--- config.mk ---
export PLATFORM = sky130hd
export DESIGN_NAME = gb_lcd_capture_flat
export DESIGN_NICKNAME = d
export VERILOG_FILES = /design/src/rtl/gb_lcd_capture_if.sv /design/src/rtl/gb_lcd_capture.sv /design/src/flat_wrapper.sv
export SDC_FILE = /design/constraint.sdc
export NUM_CORES = 1
export LEC_CHECK = 0
export CAP_MARGIN = 25
export CORE_MARGIN = 1
export CORE_UTILIZATION = 56
export CTS_CLUSTER_DIAMETER = 150
export CTS_CLUSTER_SIZE = 12
export DETAILED_ROUTE_END_ITERATION = 8
export GPL_TIMING_DRIVEN = 0
export PLACE_DENSITY = 0.84
export REMOVE_ABC_BUFFERS = 1
export SYNTH_ARGS = -nofsm -noshare
export SYNTH_HDL_FRONTEND = slang
export SYNTH_SLANG_ARGS = --single-unit
--- constraint.sdc ---
create_clock -name clk -period 2.7 [get_ports clk]
set_input_delay 0.27 -clock clk [delete_from_list [all_inputs] [get_ports clk]]
set_output_delay 0.27 -clock clk [all_outputs]
set_load 0.01 [all_outputs]
--- src/rtl/gb_lcd_capture_if.sv ---
// LCD pin sample bus and framebuffer write port of gb_lcd_capture.
// With GBCAP_DOUBLE_BUF_EN defined, fb_addr carries one extra MSB (write bank).
interface gb_lcd_capture_if #(
  parameter int PIX_BITS = 2,
  parameter int ADDR_W   = 15
);
`ifdef GBCAP_DOUBLE_BUF_EN
  localparam int FB_AW = ADDR_W + 1;
`else
  localparam int FB_AW = ADDR_W;
`endif

  logic                hs;
  logic                vs;
  logic                px_en;
  logic [PIX_BITS-1:0] d;
  logic [FB_AW-1:0]    fb_addr;
  logic [PIX_BITS-1:0] fb_data;
  logic                fb_we;

  // Handshake: px_en and fb_we are valid-only strobes with no ready. Every px_en
  // sample is consumed in the cycle it is seen, and the framebuffer must take
  // every fb_we write in the cycle it is presented.
  modport master (output hs, vs, px_en, d, input fb_addr, fb_data, fb_we);
  modport slave  (input hs, vs, px_en, d, output fb_addr, fb_data, fb_we);
endinterface

--- src/rtl/gb_lcd_capture.sv ---
// DMG LCD capture: hsync/vsync/pixel samples -> linear framebuffer writes.
// Optional GBCAP_DOUBLE_BUF_EN adds a write-bank MSB and a completed-bank output.
module gb_lcd_capture #(
  parameter int H_PIXELS = 160,
  parameter int V_LINES  = 144,
  parameter int PIX_BITS = 2,
  parameter int ADDR_W   = 15
) (
  input  logic                 clk,
  input  logic                 rst,
  gb_lcd_capture_if.slave      bus,
  input  logic                 clr_err,
  output logic                 frame_done,
  output logic                 rd_bank,
  output logic [7:0]           line_idx,
  output logic [7:0]           frame_cnt,
  output logic                 err_short_line,
  output logic                 err_long_line,
  output logic                 err_short_frame,
  output logic [1:0]           dbg_state
);
  localparam int XW = $clog2(H_PIXELS + 1);
  localparam logic [XW-1:0]     X_END  = XW'(H_PIXELS);
  localparam logic [XW-1:0]     X_LAST = XW'(H_PIXELS - 1);
  localparam logic [7:0]        L_END  = 8'(V_LINES);
  localparam logic [7:0]        L_LAST = 8'(V_LINES - 1);
  localparam logic [ADDR_W-1:0] H_STEP = ADDR_W'(H_PIXELS);

  typedef enum logic [1:0] {
    IDLE   = 2'd0,
    ARMED  = 2'd1,
    ACTIVE = 2'd2,
    DONE   = 2'd3
  } state_t;

  state_t            state, state_d;
  logic              hs_q, vs_q, hs_edge, vs_edge;
  logic [XW-1:0]     x;
  logic [7:0]        line;
  logic [ADDR_W-1:0] base, pix_addr;
  logic              restart, new_line, accept, long_px;
  logic              short_line_evt, short_frame_evt;

  assign hs_edge   = bus.hs & ~hs_q;
  assign vs_edge   = bus.vs & ~vs_q;
  assign pix_addr  = base + ADDR_W'(x);
  assign line_idx  = line;
  assign frame_done = (state == DONE);
  assign dbg_state = state;

  // Edge history follows the pins even through reset so a level held high
  // across reset is not mistaken for a fresh edge.
  always_ff @(posedge clk) begin
    hs_q <= bus.hs;
    vs_q <= bus.vs;
  end

  always_ff @(posedge clk) begin
    if (rst) state <= IDLE;
    else     state <= state_d;
  end

  always_comb begin
    state_d         = state;
    restart         = 1'b0;
    new_line        = 1'b0;
    accept          = 1'b0;
    long_px         = 1'b0;
    short_line_evt  = 1'b0;
    short_frame_evt = 1'b0;
    case (state)
      IDLE: begin
        if (vs_edge) begin
          restart = 1'b1;
          state_d = hs_edge ? ACTIVE : ARMED;
        end
      end
      ARMED: begin
        if (vs_edge) begin
          short_frame_evt = 1'b1;
          restart         = 1'b1;
          state_d         = hs_edge ? ACTIVE : ARMED;
        end else if (hs_edge) begin
          restart = 1'b1;
          state_d = ACTIVE;
        end
      end
      ACTIVE: begin
        // vs outranks hs, and a line boundary swallows any px_en in its cycle.
        if (vs_edge) begin
          short_frame_evt = 1'b1;
          restart         = 1'b1;
          state_d         = hs_edge ? ACTIVE : ARMED;
        end else if (hs_edge) begin
          new_line       = 1'b1;
          short_line_evt = (x < X_END);
        end else if (bus.px_en) begin
          if (x >= X_END) begin
            long_px = 1'b1;
          end else if (line < L_END) begin
            accept = 1'b1;
            if (x == X_LAST && line == L_LAST) state_d = DONE;
          end
        end
      end
      DONE:    state_d = IDLE;
      default: state_d = IDLE;
    endcase
  end

`ifdef GBCAP_DOUBLE_BUF_EN
  logic wr_bank;

  always_ff @(posedge clk) begin
    if (rst) begin
      wr_bank <= 1'b0;
      rd_bank <= 1'b0;
    end else if (state == DONE) begin
      wr_bank <= ~wr_bank;
      rd_bank <= wr_bank;
    end
  end
`else
  assign rd_bank = 1'b0;
`endif

  always_ff @(posedge clk) begin
    if (rst) begin
      bus.fb_we       <= 1'b0;
      bus.fb_addr     <= '0;
      bus.fb_data     <= '0;
      x               <= '0;
      line            <= '0;
      base            <= '0;
      frame_cnt       <= '0;
      err_short_line  <= 1'b0;
      err_long_line   <= 1'b0;
      err_short_frame <= 1'b0;
    end else begin
      bus.fb_we <= accept;
      if (accept) begin
`ifdef GBCAP_DOUBLE_BUF_EN
        bus.fb_addr <= {wr_bank, pix_addr};
`else
        bus.fb_addr <= pix_addr;
`endif
        bus.fb_data <= bus.d;
      end

      // base advances by one line width per hsync instead of line*H_PIXELS.
      if (restart) begin
        x    <= '0;
        line <= '0;
        base <= '0;
      end else if (new_line) begin
        x <= '0;
        if (line < L_END) begin
          line <= line + 8'd1;
          base <= base + H_STEP;
        end
      end else if (accept) begin
        x <= x + XW'(1);
      end

      err_short_line  <= short_line_evt  | (err_short_line  & ~clr_err);
      err_long_line   <= long_px         | (err_long_line   & ~clr_err);
      err_short_frame <= short_frame_evt | (err_short_frame & ~clr_err);

      if (state == DONE) frame_cnt <= frame_cnt + 8'd1;
    end
  end
endmodule

--- src/flat_wrapper.sv ---
// flat-port wrapper written by rule: the top's interface ports become plain ports
module gb_lcd_capture_flat 
#(
  parameter int H_PIXELS = 160,
  parameter int V_LINES  = 144,
  parameter int PIX_BITS = 2,
  parameter int ADDR_W   = 15
)
  (clk, rst, clr_err, frame_done, rd_bank, line_idx, frame_cnt, err_short_line, err_long_line, err_short_frame, dbg_state, bus_hs, bus_vs, bus_px_en, bus_d, bus_fb_addr, bus_fb_data, bus_fb_we);
  gb_lcd_capture_if #(.PIX_BITS(PIX_BITS), .ADDR_W(ADDR_W)) bus_i ();
  input  logic clk;
  input  logic rst;
  input  logic clr_err;
  output logic frame_done;
  output logic rd_bank;
  output logic [7:0] line_idx;
  output logic [7:0] frame_cnt;
  output logic err_short_line;
  output logic err_long_line;
  output logic err_short_frame;
  output logic [1:0] dbg_state;
  input wire logic [$bits(bus_i.hs)-1:0] bus_hs;
  input wire logic [$bits(bus_i.vs)-1:0] bus_vs;
  input wire logic [$bits(bus_i.px_en)-1:0] bus_px_en;
  input wire logic [$bits(bus_i.d)-1:0] bus_d;
  output wire logic [$bits(bus_i.fb_addr)-1:0] bus_fb_addr;
  output wire logic [$bits(bus_i.fb_data)-1:0] bus_fb_data;
  output wire logic [$bits(bus_i.fb_we)-1:0] bus_fb_we;
  assign bus_i.hs = bus_hs;
  assign bus_i.vs = bus_vs;
  assign bus_i.px_en = bus_px_en;
  assign bus_i.d = bus_d;
  assign bus_fb_addr = bus_i.fb_addr;
  assign bus_fb_data = bus_i.fb_data;
  assign bus_fb_we = bus_i.fb_we;
  gb_lcd_capture #(.H_PIXELS(H_PIXELS), .V_LINES(V_LINES), .PIX_BITS(PIX_BITS), .ADDR_W(ADDR_W)) u_core (.clk(clk), .rst(rst), .bus(bus_i), .clr_err(clr_err), .frame_done(frame_done), .rd_bank(rd_bank), .line_idx(line_idx), .frame_cnt(frame_cnt), .err_short_line(err_short_line), .err_long_line(err_long_line), .err_short_frame(err_short_frame), .dbg_state(dbg_state));
endmodule
==> flow_metrics.tcl <==
set metrics [dict create \
    outcome "completed" \
    grt_pass1_wl_um 9520 \
    worst_pin_slew_ns 0.899 \
    power_mw 1.94 \
    startpoint_type "register" \
    powerDensity_nw_per_um2 561 \
    synthTopCellsByArea "dfxtp_1 (43%), xnor2_1 (6.3%), nor2_1 (6.2%)" \
    hold_violations 0 \
    h-tree-depth 3 \
    synth_top_area_share_pct 42.6 \
    power.internal_mw 1.43 \
    ir_drop_mv 0.338 \
    drtIter0Drc 132 \
    synthCells 317 \
    r2r_cells 6 \
    min_period_ns 2.18 \
    io_buffers 47 \
    rrSetupSlack_ns 0.52 \
    clk_path_buf_depth 2 \
    yosys.cell_types.count 41 \
    async_flop_share_pct 0 \
    drive_above_1_share_pct 6.01 \
    final_cells 433 \
    synth_edf_count 0 \
    die_width_um 72.4 \
    synth_flop_cell "dfxtp_1" \
    drc 0 \
    cts-buffers-inserted 9 \
    path_class "reg2reg" \
    dp.cells 417 \
    rsz0062_at_grt "no" \
    tns_ns 0 \
    r2r_end "u_core.bus.fb_addr[13]$_SDFFE_PP0P_" \
    maxSlewHeadroom_pct 39.9 \
    fin_ws_ns 0.515 \
    nets 382 \
    syn_area_per_cell_um2 8.75 \
    via_count 2317 \
    drt-wirelength-per-cell_um 12.6 \
    synth.cell_area_um2 2770 \
    finalCoreUtilization_pct 72.6 \
    clkLatencyLatePin_ns 0.33 \
    ant_nets 0 \
    dr.pass1.iters 4 \
    critPathLaunch "u_core.dbg_state[0]$_SDFFE_PP0P_" \
    grt_pass1_vias 2108 \
    power.leakage_nw 1.21 \
    via_per_inst 5.35 \
    initial_core_util_pct 58.3 \
    wl_um 5470 \
    reg2reg_from "u_core.dbg_state[0]$_SDFFE_PP0P_" \
    grtUsageTotal_pct 23.7 \
    cts_sinks 59 \
    rows 25 \
    p_switching_mw 0.512 \
    grt_max_degree 27 \
    die_area_um2 5240 \
    crit_path_end "u_core.bus.fb_addr[13]$_SDFFE_PP0P_" \
    cp.required_ns 2.95 \
    dp_hpwl_um 3860 \
    worst_clock_skew_ns 0.00781 \
    io_pins 49 \
    min_path_type "in2reg" \
    gp_congestion 0.763 \
    dp_slack_ns 0.286 \
    ys_seq_elements 59 \
    hold_depth 1 \
    critical_path_arrival_ns 2.43 \
    yosysSeqAreaShare_pct 42.6 \
    ctsRootBufferMaster "clkbuf_8" \
    synth_top_area_cell "dfxtp_1" \
    min_period_over_period_pct 80.9 \
    cts_resized 0 \
    grt_antenna_before_repair 0 \
    drv_slew 0 \
    postCtsSetupBuffers 0 \
    cp-end-kind "register" \
    synth_warnings 0 \
    pwr-share-seq_pct 48.0 \
    finalSetupViolCount 0 \
    cts.clk_slew.worst_paths_ns 0.06 \
    combPwrFrac_pct 16.2 \
    die_h_um 72.4 \
    fmax_mhz 458 \
    drv_cap 0 \
    netSwitchingFraction_pct 26.4 \
    syn2layout_area_growth_pct 24.5 \
    cp_max_fo 26 \
    core_um2 4750 \
    cts_tree "done" \
    diodes 0 \
    grt_remaining_overflow 0 \
    clkPwrFrac_pct 35.8 \
    cts_hold_buf 0 \
]
## state kept, by name, summed over array words and instances, names as in the netlist
name	flops
u_core.dbg_state	2
u_core.frame_cnt	8
u_core.line_idx	8
u_core.bus.fb_we	1
u_core.x	8
u_core.bus.fb_addr	15
u_core.base	10
u_core.vs_q	1
u_core.err_short_frame	1
u_core.err_long_line	1
u_core.err_short_line	1
u_core.bus.fb_data	2
u_core.hs_q	1
## Yosys cell counts (2+ instances only)
cell	instances
nor2b_1	2
nand4_1	9
mux2i_1	4
or3_1	8
xnor2_1	20
buf_2	3
dfxtp_1	59
a22oi_1	2
nand4_2	2
nor4_4	2
nor3_1	8
a21o_1	2
ha_1	12
nand3_1	5
nand2b_1	3
buf_4	2
xor2_1	9
nor4b_1	2
and3_1	4
a21oi_1	25
inv_1	7
a211oi_1	8
clkbuf_1	8
nor2_1	46
o21ai_0	10
nand2_1	36
a31oi_1	2
nor4_1	4
## cell type report
cell class | count | area (µm²)
multi-input cells | 236 | 1490
well taps | 67 | 83.8
clock inverters | 2 | 10.0
fillers | 359 | 1300
flip-flops and latches | 59 | 1180
clock buffers | 14 | 163
repair buffers | 48 | 498
inverters | 7 | 26.3
## routing by layer
layer / up-vias / routed length [µm] / track usage, %
met5: - / 0 / 0
met4: 0 / 51 / 10.2
met3: 5 / 273 / 7.08
met2: 59 / 2660 / 38.7
met1: 1073 / 2490 / 28.9
li1: 1180 / - / -
## stage by stage
step | hold WS (ns) | cell area, µm²
2_1_floorplan | 0.298 | 2700
3_3_place_gp | 0.437 | 3250
3_5_place_dp | 0.446 | 3280
4_1_cts | 0.429 | 3450
5_1_grt | 0.439 | 3450
6_report | 0.445 | 3450
## worst max-delay path: stages, from the launching register on
cell	delay, ns
dfxtp_1	0.34
inv_1	0.11
ha_1	0.29
nand4_2	0.26
nor3_4	0.77
nor2_1	0.11
a211oi_2	0.21
## power by group through the flow
stage / Sequential [mW] / Clock (mW) / Combinational, mW
global placement: 0.949 / 0 / 0.297
global route: 0.935 / 0.752 / 0.353
finish: 0.931 / 0.694 / 0.313
floorplan: 0.960 / 0 / 0.178
CTS: 0.931 / 0.706 / 0.313
detailed placement: 0.950 / 0 / 0.310
## how the worst min path moves through the flow
stage | from | end | slack, ns
CTS | bus_vs | u_core.vs_q$_DFF_P_ | 0.43
global route | bus_vs | u_core.vs_q$_DFF_P_ | 0.44
floorplan | bus_hs | u_core.hs_q$_DFF_P_ | 0.30
global placement | u_core.bus.fb_addr[8]$_SDFFE_PP0P_ | u_core.bus.fb_addr[8]$_SDFFE_PP0P_ | 0.44
detailed placement | u_core.bus.fb_addr[3]$_SDFFE_PP0P_ | u_core.bus.fb_addr[3]$_SDFFE_PP0P_ | 0.45
finish | bus_vs | u_core.vs_q$_DFF_P_ | 0.45
## cells in the final DEF, fill, tap and decap left out, types with 3 or more instances in the layout
cell	n
nand4_1	9
a211oi_1	8
and3_1	4
nand2_1	36
xor2_1	9
or3_1	8
clkbuf_1	3
inv_1	7
nor4_1	4
dfxtp_1	59
mux2i_1	4
nand3_1	5
xnor2_1	20
o21ai_0	10
nor2_1	46
a21oi_1	25
clkdlybuf4s50_1	47
clkbuf_8	11
ha_1	12
nand2b_1	3
nor3_1	8
## kinds of logic (layout without fill, tap and decap cells)
group	Yosys count	in the layout	share of synthesized area [%]
simple gates	134	134	24.4
flops	59	59	42.6
compound gates	54	54	12.1
xor+xnor	29	29	9.16
buf+inv	22	71	3.65
fa+ha+maj	13	13	6.14
mux	5	5	1.85
other cells	1	1	0.135
(Power assumes the default switching activity.)
